<file path="config.mk">
export PLATFORM = sky130hd
export DESIGN_NAME = alu_control_mdu
export DESIGN_NICKNAME = d
export VERILOG_FILES = /design/src/rtl/alu_control_mdu.sv
export SDC_FILE = /design/constraint.sdc
export NUM_CORES = 1
export LEC_CHECK = 0
export BUFFER_PORTS_ARGS = -buffer_cell sky130_fd_sc_hd__buf_2
export CELL_PAD_IN_SITES_DETAIL_PLACEMENT = 0
export CELL_PAD_IN_SITES_GLOBAL_PLACEMENT = 1
export CORE_MARGIN = 5
export CORE_UTILIZATION = 25
export CTS_CLUSTER_SIZE = 16
export DETAILED_ROUTE_END_ITERATION = 8
export PLACE_DENSITY_LB_ADDON = 0.1
export SLEW_MARGIN = 20
export SYNTH_ARGS = -nofsm -noshare
export SYNTH_HDL_FRONTEND = slang
export SYNTH_SLANG_ARGS = --single-unit
</file>
<file path="constraint.sdc">
create_clock -name clk -period 1.4 [get_ports clk]
set_input_delay 0.14 -clock clk [delete_from_list [all_inputs] [get_ports clk]]
set_output_delay 0.14 -clock clk [all_outputs]
set_load 0.01 [all_outputs]
</file>
<file path="src/rtl/alu_control_mdu.sv">
// Registered EX-stage ALU control decoder with optional RV32M decode and a
// counter-driven stall sequencer for multi-cycle multiply/divide operations.
module alu_control_mdu #(
  parameter int OP_WIDTH = 5,
  parameter int M_EN     = 1,
  parameter int MUL_LAT  = 2,
  parameter int DIV_LAT  = 8
) (
  input  logic                clk,
  input  logic                reset,
  input  logic                valid_i,
  input  logic                flush_i,
  input  logic [6:0]          funct7_i,
  input  logic [2:0]          ALU_Op_i,
  input  logic [2:0]          funct3_i,
  output logic [OP_WIDTH-1:0] ALU_Operation_o,
  output logic                op_valid_o,
  output logic                illegal_o,
  output logic                stall_o,
  output logic                mdu_start_o,
  output logic                mdu_done_o
);

  localparam logic [5:0]          MUL_CNT    = 6'(MUL_LAT - 1);
  localparam logic [5:0]          DIV_CNT    = 6'(DIV_LAT - 1);
  localparam logic [OP_WIDTH-1:0] OP_ILLEGAL = '1;

  typedef enum logic {IDLE, BUSY} state_t;

  // Returns {illegal, code[4:0]}; M ops are the only codes with bit 4 set.
  function automatic logic [5:0] decode_op(input logic [6:0] f7,
                                           input logic [2:0] aop,
                                           input logic [2:0] f3);
    logic [5:0] r;
    r = 6'h20;
    case (aop)
      3'b000: begin
        if (f7 == 7'b0000000) begin
          case (f3)
            3'b000:  r = 6'd0;
            3'b001:  r = 6'd4;
            3'b100:  r = 6'd7;
            3'b101:  r = 6'd5;
            3'b110:  r = 6'd3;
            3'b111:  r = 6'd6;
            default: r = 6'h20;
          endcase
        end else if (f7 == 7'b0100000 && f3 == 3'b000) begin
          r = 6'd1;
        end else if (f7 == 7'b0000001 && M_EN != 0) begin
          r = {3'b010, f3};
        end
      end
      3'b001: begin
        case (f3)
          3'b000:  r = 6'd0;
          3'b100:  r = 6'd7;
          3'b110:  r = 6'd3;
          3'b111:  r = 6'd6;
          3'b001:  r = (f7 == 7'b0000000) ? 6'd4 : 6'h20;
          3'b101:  r = (f7 == 7'b0000000) ? 6'd5 : 6'h20;
          default: r = 6'h20;
        endcase
      end
      3'b010: r = 6'd2;
      3'b110: r = 6'd13;
      3'b011: begin
        case (f3)
          3'b000:  r = 6'd8;
          3'b001:  r = 6'd9;
          3'b100:  r = 6'd10;
          default: r = 6'h20;
        endcase
      end
      3'b100:  r = (f3 == 3'b010) ? 6'd11 : 6'h20;
      3'b101:  r = (f3 == 3'b010) ? 6'd12 : 6'h20;
      3'b111:  r = (f3 == 3'b000) ? 6'd14 : 6'h20;
      default: r = 6'h20;
    endcase
    return r;
  endfunction

  state_t                state_q, state_d;
  logic [5:0]            cnt_q, cnt_d;
  logic [OP_WIDTH-1:0]   alu_op_p1, alu_op_d;
  logic                  vld_p1, vld_d;
  logic                  ill_p1, ill_d;
  logic                  start_p1, start_d;
  logic                  done_p1, done_d;

  logic [5:0]            dec;
  logic [OP_WIDTH-1:0]   dec_code;
  logic                  dec_ill;
  logic                  is_m;
  logic [5:0]            lat_cnt;

  // Decode stage: combinational from the ID/EX inputs
  always_comb begin
    dec      = decode_op(funct7_i, ALU_Op_i, funct3_i);
    dec_ill  = dec[5];
    dec_code = dec_ill ? OP_ILLEGAL : OP_WIDTH'(dec[4:0]);
    is_m     = !dec_ill && dec[4];
    lat_cnt  = funct3_i[2] ? DIV_CNT : MUL_CNT;
  end

  always_comb begin
    state_d  = state_q;
    cnt_d    = cnt_q;
    alu_op_d = alu_op_p1;
    vld_d    = vld_p1;
    ill_d    = ill_p1;
    start_d  = 1'b0;
    done_d   = 1'b0;
    case (state_q)
      IDLE: begin
        if (valid_i && !flush_i) begin
          alu_op_d = dec_code;
          vld_d    = 1'b1;
          ill_d    = dec_ill;
          start_d  = is_m;
          if (is_m && lat_cnt != 6'd0) begin
            cnt_d   = lat_cnt;
            state_d = BUSY;
          end
        end else begin
          alu_op_d = '0;
          vld_d    = 1'b0;
          ill_d    = 1'b0;
        end
      end
      BUSY: begin
        cnt_d = cnt_q - 6'd1;
        if (cnt_q == 6'd1) begin
          state_d = IDLE;
          done_d  = 1'b1;
        end
      end
      default: state_d = IDLE;
    endcase
  end

  // EX stage registers
  always_ff @(posedge clk or posedge reset) begin
    if (reset) begin
      state_q   <= IDLE;
      cnt_q     <= 6'd0;
      alu_op_p1 <= '0;
      vld_p1    <= 1'b0;
      ill_p1    <= 1'b0;
      start_p1  <= 1'b0;
      done_p1   <= 1'b0;
    end else begin
      state_q   <= state_d;
      cnt_q     <= cnt_d;
      alu_op_p1 <= alu_op_d;
      vld_p1    <= vld_d;
      ill_p1    <= ill_d;
      start_p1  <= start_d;
      done_p1   <= done_d;
    end
  end

  assign ALU_Operation_o = alu_op_p1;
  assign op_valid_o      = vld_p1;
  assign illegal_o       = ill_p1;
  assign stall_o         = (state_q == BUSY);
  assign mdu_start_o     = start_p1;
  assign mdu_done_o      = done_p1;

endmodule

</file>
==> out/results.tsv, run 1 <==
metric	value	unit
clock-root-buffer	clkbuf_8	
tritoncts_num_sinks	16	
grt-ovfl-total	0	
pwr_dens	714	nW/um^2
nFillCells	536	
core_area	4750	sq um
timing.reg2reg.setup_slack	-0.04	ns
globalRouteTotalUtil	0.111	
post_synth_instance_area	1230	sq um
synth.top_cells.by_area	dfrtp_1 33%, mux2i_1 4.9%, nand2_1 4.3%	
cts-htree-levels	1	
design.die.area	6420	sq um
finalCritPeriodShare	1.03	
grt_antenna_before_repair	0	
route.detailed.vias_per_inst	4.59	
async_flop_share	1.00	
num_antenna_cells	0	
timing.critical_path.from_type	flip-flop	
synth_seq_area_share	0.326	
max_clock_freq	0.695	GHz
post_drt_wl_per_cell	12.7	um
instances_no_fill	263	
grt_start_max_net_pins	17	
netlist_top_cells_count	16 x dfrtp_1, 14 x nand2_1, 8 x nor2_1	
setup_viol	1	
pre_cts_slack	-0.268	ns
yosysWarningCount	0	
worst_ir_drop_vdd	0.000207	V
max-slew-margin-rel	0.589	
failed_checks	setup timing	
synth_cell_type_count	51	
worstMarginPinSlew	0.616	ns
drt-pass1-iter-count	4	
io-pin-count	27	
timing_hold_violations_final	0	
yosys_register_bits	16	
drc_errors	0	
final-max-slew-violation-count	0	
floorplan.die.height	80.1	um
synthDominantCellAreaShare	0.326	
required	1.53	ns
drt.antenna.violating_nets	0	
dr.first_iter.drc_count	37	
detail_route.wirelength	3340	um
effective_utilization_at_floorplan	0.259	
cts_max_path_buffers	2	
worstPathArrival	1.57	ns
post_synth.cell_area_avg	9.11	sq um
count_of_flip_flops_with_a_built_in_enable_after_synthesis	0	
largest_fanout_on_the_critical_path	2	
final_net_count	216	
die_width	80.1	um
synthDominantAreaCellType	dfrtp_1	
worstSetupEndpointType	flip-flop	
run_status	finished with violations	
first_global_vias	1216	
dp_cells	254	
clkTransAtPathRegs	0.06	ns
rsz_0062_raised_after_global_routing	true	
postSynth.topFlopCell	dfrtp_1	
final_critical_path_setup_slack	-0.0391	ns
worst_hold_path_type	input pin to flip-flop	
multi_input_area	822	sq um
maxCapViolations	0	
rows	25	
cts_buffers	3	
clk-insertion-delay-late	0.24	ns
finalWeightedCongestion	0.851	
cts_tree	done	
timing.hold.worst_path_depth	3	
layout_min_cycle_time	1.44	ns
vias	1207	
postSynthNetCount	154	
rr_worst_depth	5	
grt_first_pass_wirelength	5690	um
port-buffer-count	26	
drive_gt1_frac	0.469	
register_area	402	sq um
post-dp-hpwl	2770	um
cp_class	flip-flop to flip-flop	
clock-skew-final	0.00134	ns
synthCells	135	
area.growth.synth_to_final	48.0	%
post-synth-top-count-cell	dfrtp_1	
total_leakage_power	0.852	nW
[registers in the layout, indices dropped and copies added, names as in the netlist]
signal	cells
cnt_q	6
mdu_done_o	1
mdu_start_o	1
ALU_Operation_o	5
stall_o	1
illegal_o	1
op_valid_o	1
[worst max-delay path: stages, from the launching register on]
cell      delay [ns]
dfrtp_1         0.38
nand2b_4        0.14
or3_4           0.33
or3_4           0.34
nand3_2         0.07
o21ai_1         0.07
[worst paths after layout]
kind	from	endpoint
worst max-delay path	cnt_q[2]$_DFFE_PP0P_	cnt_q[5]$_DFFE_PP0P_
max in group asynchronous	reset	stall_o$_DFF_PP0_
worst min register to register	illegal_o$_DFFE_PP0N_	illegal_o$_DFFE_PP0N_
worst max register to register	cnt_q[2]$_DFFE_PP0P_	cnt_q[5]$_DFFE_PP0P_
worst min-delay path	ALU_Op_i[2]	ALU_Operation_o[1]$_DFFE_PP0N_
min in group asynchronous	reset	cnt_q[5]$_DFFE_PP0P_
[power breakdown]
group	leakage (nW)	internal, mW	switching [mW]
clock network	0.0288	0.249	0.153
logic	0.621	0.197	0.186
registers	0.202	0.495	0.0202
total	0.852	0.940	0.359
[final cells by class]
| type | count | area share |
|---|---|---|
| clock buffers | 4 | 0.0302 |
| inverters | 6 | 0.0124 |
| multi-input cells | 105 | 0.452 |
| flip-flops and latches | 16 | 0.221 |
| well taps | 67 | 0.0460 |
| repair buffers | 65 | 0.239 |
[cells in the final DEF (no fill, tap or decap), drive strengths merged, types with 2 or more instances in the layout]
cell type,count
clkbuf,4
nor3,5
buf,64
o31ai,3
o31a,3
or3,4
inv,6
nand3,6
nand4,2
mux2i,6
a21oi,6
nand2,14
a31oi,3
nand2b,6
xnor2,2
dfrtp,16
or2b,2
nor2,8
ha,2
nand3b,3
o21ai,4
o211ai,2
nor3b,2
nor2b,3
o311ai,2
nor4,3
[what timing repair did]
action,in CTS,in global routing
gates cloned,0,0
endpoints found under the setup margin,1,10
endpoints found under the hold margin,16,0
buffers inserted,1,3
gates resized for setup,1,15
pin swaps,0,1
hold buffers,1,0
[cell families after synthesis]
family	after synthesis	share of synthesized area
XOR/XNOR	2	0.0142
multiplexers	6	0.0488
adder cells (fa/ha/maj)	2	0.0203
AND/OR/NAND/NOR	64	0.309
AO/OA/AOI/OAI	31	0.199
flip-flops	16	0.326
buffers and inverters	14	0.0824
[routing by layer]
metal,part of all wire,track usage,wire [um],vias to the layer above
met5,0,0,0,-
met4,0.012,0.0541,40,0
met3,0.013,0.00785,42,2
met2,0.52,0.195,1730,14
met1,0.46,0.137,1540,570
li1,-,-,-,621
[per-stage QoR]
| step | TNS, ns | hold WS [ns] | instance area (sq um) | util | power (mW) |
|---|---|---|---|---|---|
| after global routing | -0.291 | 0.331 | 1820 | 0.383 | 1.37 |
| after global placement | -2.32 | 0.247 | 1630 | 0.343 | 0.876 |
| after floorplan | -0.134 | 0.0537 | 1240 | - | 0.718 |
| final | -0.0391 | 0.319 | 1820 | 0.383 | 1.30 |
| after detailed placement | -2.82 | 0.252 | 1630 | 0.343 | 0.881 |
| after CTS | -0.0426 | 0.299 | 1710 | 0.359 | 1.30 |
Power figures use the tool's default switching activity.
==> inputs of run 2 (changes only) <==
--- a/config.mk
+++ b/config.mk
@@ -10,6 +10,7 @@
 export CELL_PAD_IN_SITES_GLOBAL_PLACEMENT = 1
 export CORE_MARGIN = 5
 export CORE_UTILIZATION = 25
+export CTS_BUF_LIST = sky130_fd_sc_hd__clkbuf_2
 export CTS_CLUSTER_SIZE = 16
 export DETAILED_ROUTE_END_ITERATION = 8
 export PLACE_DENSITY_LB_ADDON = 0.1
==> run 2 against run 1 <==
  * The flow still finishes with violations (setup timing)
  * Total power fell by 16%
  * First-iteration DRC count fell by 30%
  * Maximum frequency fell by 0.60%
  * Clock skew rose by 0.0075 ns
  * Count of clock-buffer cells in the layout fell by 1
  * Clock power fell by 49%
  * Combinational power fell by 3%
  * Setup slack got worse by 0.0086 ns
==> out/results.tsv, run 2 (synthesis results as in run 1) <==
metric	value	unit	change
run_status	finished with violations		unchanged
failed_checks	setup timing		unchanged
cp_class	flip-flop to flip-flop		unchanged
first_global_vias	1218		was 1216
die_width	80.1	um	unchanged
clock-skew-final	0.00889	ns	was 0.00134 ns
cp-startpoint	cnt_q[2]$_DFFE_PP0P_		unchanged
worstPathArrival	1.63	ns	was 1.57 ns
drive_gt1_frac	0.462		was 0.469
final_net_count	215		was 216
grt_first_pass_wirelength	5680	um	was 5690 um
num_antenna_cells	0		unchanged
grt_antenna_before_repair	0		unchanged
globalRouteMet1Util	0.137		unchanged
gr-usage-met3	0.00785		unchanged
cts_buffers	3		unchanged
setup_viol	1		unchanged
post_drt_wl_per_cell	12.8	um	was 12.7 um
floorplan.die.height	80.1	um	unchanged
drt.antenna.violating_nets	0		unchanged
rsz_0062_raised_after_global_routing	true		unchanged
timing.reg2reg.setup_slack	-0.05	ns	was -0.04 ns
registers.top_by_ff_count	cnt_q		unchanged
worstHoldStart	ALU_Op_i[2]		unchanged
rr_startpoint	cnt_q[2]$_DFFE_PP0P_		unchanged
globalRouteTotalUtil	0.111		unchanged
rr_worst_depth	5		unchanged
finalWeightedCongestion	0.851		unchanged
detail_route.wirelength	3350	um	was 3340 um
core_area	4750	sq um	unchanged
clk-insertion-delay-late	0.29	ns	was 0.24 ns
timing.hold.worst_path_depth	3		unchanged
effective_utilization_at_floorplan	0.259		unchanged
fin_util	0.366		was 0.383
grt-ovfl-total	0		unchanged
rows	25		unchanged
drt-pass1-iter-count	2		was 4
worst_hold_path_type	input pin to flip-flop		unchanged
final-max-slew-violation-count	0		unchanged
tritoncts_num_sinks	16		unchanged
cts_max_path_buffers	2		unchanged
largest_reg_flops	6		unchanged
timing.critical_path.from_type	flip-flop		unchanged
port-buffer-count	26		unchanged
pwr_dens	628	nW/um^2	was 714 nW/um^2
drc_errors	0		unchanged
grt_start_max_net_pins	17		unchanged
most-common-layout-cells	37 x buf_4, 25 x buf_2, 15 x dfrtp_1		unchanged
cts_tree	done		unchanged
post-dp-hpwl	2770	um	unchanged
route.detailed.vias_per_inst	4.58		was 4.59
cts-htree-levels	1		unchanged
design.die.area	6420	sq um	unchanged
area.growth.synth_to_final	41.4	%	was 48.0%
vias	1201		was 1207
worst_ir_drop_vdd	0.000185	V	was 0.000207 V
required	1.58	ns	was 1.53 ns
clock-root-buffer	clkbuf_2		was clkbuf_8
maxCapViolations	0		unchanged
timing_hold_violations_final	0		unchanged
clkTransAtPathRegs	0.16	ns	was 0.06 ns
layout_min_cycle_time	1.45	ns	was 1.44 ns
finalCritPeriodShare	1.03		about the same
final_critical_path_setup_slack	-0.0477	ns	was -0.0391 ns
pre_cts_slack	-0.268	ns	unchanged
max-slew-margin-rel	0.592		was 0.589
max_clock_freq	0.691	GHz	was 0.695 GHz
io-pin-count	27		unchanged
worstMarginPinSlew	0.612	ns	was 0.616 ns
total_leakage_power	0.810	nW	was 0.852 nW
grt_use_met2	0.195		unchanged
setup_tns	-0.0477	ns	was -0.0391 ns
worstSetupEndpointType	flip-flop		unchanged
commonest_non_fill_non_tap_cell_in_the_layout	buf_4		unchanged
instances_no_fill	262		was 263
dp_cells	254		unchanged
dr.first_iter.drc_count	26		was 37
largest_fanout_on_the_critical_path	2		unchanged
busiest_layer	met2		unchanged
-- run 2: final timing paths --
| kind | to |
|---|---|
| min in group asynchronous | mdu_start_o$_DFF_PP0_ |
| worst max-delay path | cnt_q[5]$_DFFE_PP0P_ |
| worst max register to register | cnt_q[5]$_DFFE_PP0P_ |
| worst min register to register | illegal_o$_DFFE_PP0N_ |
| max in group asynchronous | stall_o$_DFF_PP0_ |
| worst min-delay path | ALU_Operation_o[1]$_DFFE_PP0N_ |
-- run 2: area by class of cell --
class / count / area [sq um]
multi-input cells: 105 / 788
clock buffers: 3 / 15.0
flip-flops and latches: 16 / 402
clock inverters: 1 / 3.75
well taps: 67 / 83.8
fillers: 552 / 3020
repair buffers: 64 / 424
inverters: 6 / 22.5
-- run 2: through the flow --
stage	cell area [sq um]	hold WS, ns	total power [mW]
floorplan	1240	0.0537	0.718
global placement	1630	0.247	0.876
detailed placement	1630	0.252	0.881
CTS	1670	0.226	1.10
global route	1740	0.248	1.16
finish	1740	0.250	1.09
-- run 2: worst max-delay path, stage by stage, from the launching register on --
cell and delay (ns):
dfrtp_1 0.41, nand2b_4 0.14, or3_4 0.33, or3_4 0.34
nand3_2 0.07, o21ai_1 0.07
-- run 2: repair_timing --
item,in CTS,in global routing
hold buffers,1,0
hold endpoints to repair,16,0
pin swaps,0,4
buffers inserted,1,2
gates cloned,0,0
setup endpoints to repair,1,5
gates resized for setup,1,11
-- run 2: layer usage --
layer  vias to the layer above  share of wire
li1                        615              -
met1                       570           0.46
met2                        14           0.52
met3                         2          0.014
met4                         0          0.012
met5                         -              0
-- run 2: report_power, final --
part	total [mW]	switching [mW]	leakage (nW)	internal, mW
combinational	0.372	0.180	0.594	0.192
clock	0.206	0.144	0.0140	0.0621
sequential	0.514	0.0200	0.202	0.494
total	1.09	0.345	0.810	0.748
==> inputs of run 3 (changes only) <==
--- a/config.mk
+++ b/config.mk
@@ -8,7 +8,7 @@
 export BUFFER_PORTS_ARGS = -buffer_cell sky130_fd_sc_hd__buf_2
 export CELL_PAD_IN_SITES_DETAIL_PLACEMENT = 0
 export CELL_PAD_IN_SITES_GLOBAL_PLACEMENT = 1
-export CORE_MARGIN = 5
+export CORE_MARGIN = 2
 export CORE_UTILIZATION = 25
 export CTS_BUF_LIST = sky130_fd_sc_hd__clkbuf_2
 export CTS_CLUSTER_SIZE = 16
==> run 3 against run 2 <==
  * Largest power group unchanged
  * Sequential cell count did not move
  * Via count rose by 3.6%
  * Final cell count rose by 1.1%
  * Wire length rose by 1.0%
  * Clock skew rose by 0.012 ns
  * First-iteration DRC count fell by 12%
  * Register-to-register slack got worse by 0.02 ns
  * The flow still finishes with violations (setup timing)
==> out/results.tsv, run 3 (synthesis results as in run 1) <==
metric	value	unit	change
fin_hold_ws	0.321	ns	was 0.250 ns
port-buffer-count	26		unchanged
instances_no_fill	265		was 262
clk-insertion-delay-late	0.30	ns	was 0.29 ns
power.internal	0.755	mW	was 0.748 mW
maxCapViolations	0		unchanged
top_metal_used	met4		unchanged
drc_errors	0		unchanged
drt.antenna.violating_nets	0		unchanged
finalWeightedCongestion	0.798		was 0.851
max-slew-margin-rel	0.581		was 0.592
rows	25		unchanged
floorplan.die.height	74.1	um	was 80.1 um
grt_first_pass_wirelength	5660	um	was 5680 um
power.switching_fraction	0.320		was 0.315
first_global_vias	1268		was 1218
core_area	4720	sq um	was 4750 sq um
report.power.total	1.11	mW	was 1.09 mW
final_net_count	218		was 215
dp_cells	256		was 254
drt-pass1-iter-count	4		was 2
largest_fanout_on_the_critical_path	2		unchanged
finalCritPeriodShare	1.05		was 1.03
cp-startpoint	cnt_q[2]$_DFFE_PP0P_		unchanged
commonest_non_fill_non_tap_cell_in_the_layout	buf_4		unchanged
vias	1244		was 1201
detail_route.wirelength	3390	um	was 3350 um
route.detailed.vias_per_inst	4.69		was 4.58
path_cells	nand2b_4 -> or3_4 -> or3_4 -> nand3_2 -> o21ai_1		unchanged
worst_hold_path_type	input pin to flip-flop		unchanged
grt_start_max_net_pins	17		unchanged
grt-ovfl-total	0		unchanged
cts_buffers	3		unchanged
met3RoutedLength	110	um	was 46 um
worstPathArrival	1.68	ns	was 1.63 ns
comb_power_share	0.345		was 0.340
post_drt_wl_per_cell	12.8	um	about the same
cts-htree-levels	1		unchanged
seq_power_share	0.464		was 0.471
critical-path-max-stage-delay	0.42	ns	was 0.41 ns
required	1.62	ns	was 1.58 ns
dr.first_iter.drc_count	23		was 26
rsz_0062_raised_after_global_routing	true		unchanged
worstMarginPinSlew	0.627	ns	was 0.612 ns
switchingPower	0.355	mW	was 0.345 mW
failed_checks	setup timing		unchanged
total_leakage_power	0.840	nW	was 0.810 nW
met1Wirelength	1620	um	was 1540 um
worst_ir_drop_vdd	0.000175	V	was 0.000185 V
rr_worst_depth	5		unchanged
timing.critical_path.from_type	flip-flop		unchanged
crit_top_cell	or3_4		unchanged
clock-root-buffer	clkbuf_2		unchanged
slowest_stage	dfrtp_1		unchanged
setup_tns	-0.0635	ns	was -0.0477 ns
num_antenna_cells	0		unchanged
area.growth.synth_to_final	44.2	%	was 41.4%
pwr_dens	626	nW/um^2	was 628 nW/um^2
fin_util	0.375		was 0.366
io-pin-count	27		unchanged
clkTransAtPathRegs	0.17	ns	was 0.16 ns
globalRouteTotalUtil	0.131		was 0.111
most-common-layout-cells	38 x buf_4, 26 x buf_2, 15 x dfrtp_1		was 37 x buf_4, 25 x buf_2, 15 x dfrtp_1
post-dp-hpwl	2750	um	was 2770 um
timing.hold.worst_path_depth	3		unchanged
cp_class	flip-flop to flip-flop		unchanged
route.met2.wl	1600	um	was 1730 um
rr_startpoint	cnt_q[2]$_DFFE_PP0P_		unchanged
effective_utilization_at_floorplan	0.260		was 0.259
max_clock_freq	0.683	GHz	was 0.691 GHz
die_width	74.1	um	was 80.1 um
grt_antenna_before_repair	0		unchanged
registers.top_by_ff_count	cnt_q		unchanged
run_status	finished with violations		unchanged
largest_reg_flops	6		unchanged
timing_hold_violations_final	0		unchanged
worstHoldStart	ALU_Op_i[2]		unchanged
setup_viol	1		unchanged
worstSetupEndpointType	flip-flop		unchanged
final-max-slew-violation-count	0		unchanged
drive_gt1_frac	0.485		was 0.462
final_critical_path_setup_slack	-0.0635	ns	was -0.0477 ns
clock-skew-final	0.0213	ns	was 0.00889 ns
nFillCells	506		was 552
timing.reg2reg.setup_slack	-0.06	ns	was -0.05 ns
tritoncts_num_sinks	16		unchanged
cts_tree	done		unchanged
design.die.area	5500	sq um	was 6420 sq um
p_clk_frac	0.191		was 0.189
layout_min_cycle_time	1.46	ns	was 1.45 ns
cts_max_path_buffers	2		unchanged
## run 3: power by group through the flow
stage / Combinational, mW / Sequential, mW / Clock, mW
after floorplan: 0.189 / 0.529 / 0
after global placement: 0.355 / 0.521 / 0
after detailed placement: 0.361 / 0.522 / 0
after CTS: 0.374 / 0.514 / 0.221
after global routing: 0.426 / 0.521 / 0.237
final: 0.383 / 0.515 / 0.212
## run 3: final cells by class
| cell class | instances | area, sq um | share of cell area |
|---|---|---|---|
| multi-input combinational | 105 | 798 | 0.450 |
| timing repair buffer | 67 | 448 | 0.253 |
| sequential | 16 | 402 | 0.227 |
| tap | 67 | 83.8 | 0.0473 |
| inverter | 6 | 22.5 | 0.0127 |
| clock buffer | 3 | 15.0 | 0.00847 |
| clock inverter | 1 | 3.75 | 0.00212 |
## run 3: final timing paths
kind | endpoint
min | ALU_Operation_o[1]$_DFFE_PP0N_
max reg2reg | cnt_q[5]$_DFFE_PP0P_
min reg2reg | illegal_o$_DFFE_PP0N_
max | cnt_q[5]$_DFFE_PP0P_
max in group asynchronous | stall_o$_DFF_PP0_
min in group asynchronous | ALU_Operation_o[0]$_DFFE_PP0N_
## run 3: what timing repair did
| action | CTS | global route |
|---|---|---|
| buffers inserted | 2 | 2 |
| endpoints found under the setup margin | 2 | 11 |
| hold buffers | 1 | 0 |
| gates resized for setup | 6 | 9 |
| pin swaps | 0 | 2 |
| cloned | 0 | 0 |
| hold endpoints to repair | 16 | 0 |
## run 3: worst max-delay path, delay by kind of cell, from the launching register on
family,cells,cell delay [ns]
simple gates,4,0.90
flops,1,0.42
compound gates,1,0.06
## run 3: stage by stage
| stage | cell area [sq um] | setup WS, ns |
|---|---|---|
| floorplan | 1240 | -0.0548 |
| global placement | 1640 | -0.243 |
| detailed placement | 1640 | -0.309 |
| CTS | 1720 | -0.0588 |
| global route | 1770 | -0.109 |
| finish | 1770 | -0.0635 |
## run 3: metal layers
| layer | vias up | GRT usage |
|---|---|---|
| li1 | 618 | - |
| met1 | 593 | 0.175 |
| met2 | 27 | 0.212 |
| met3 | 6 | 0.0149 |
| met4 | 0 | 0.0626 |
| met5 | - | 0 |
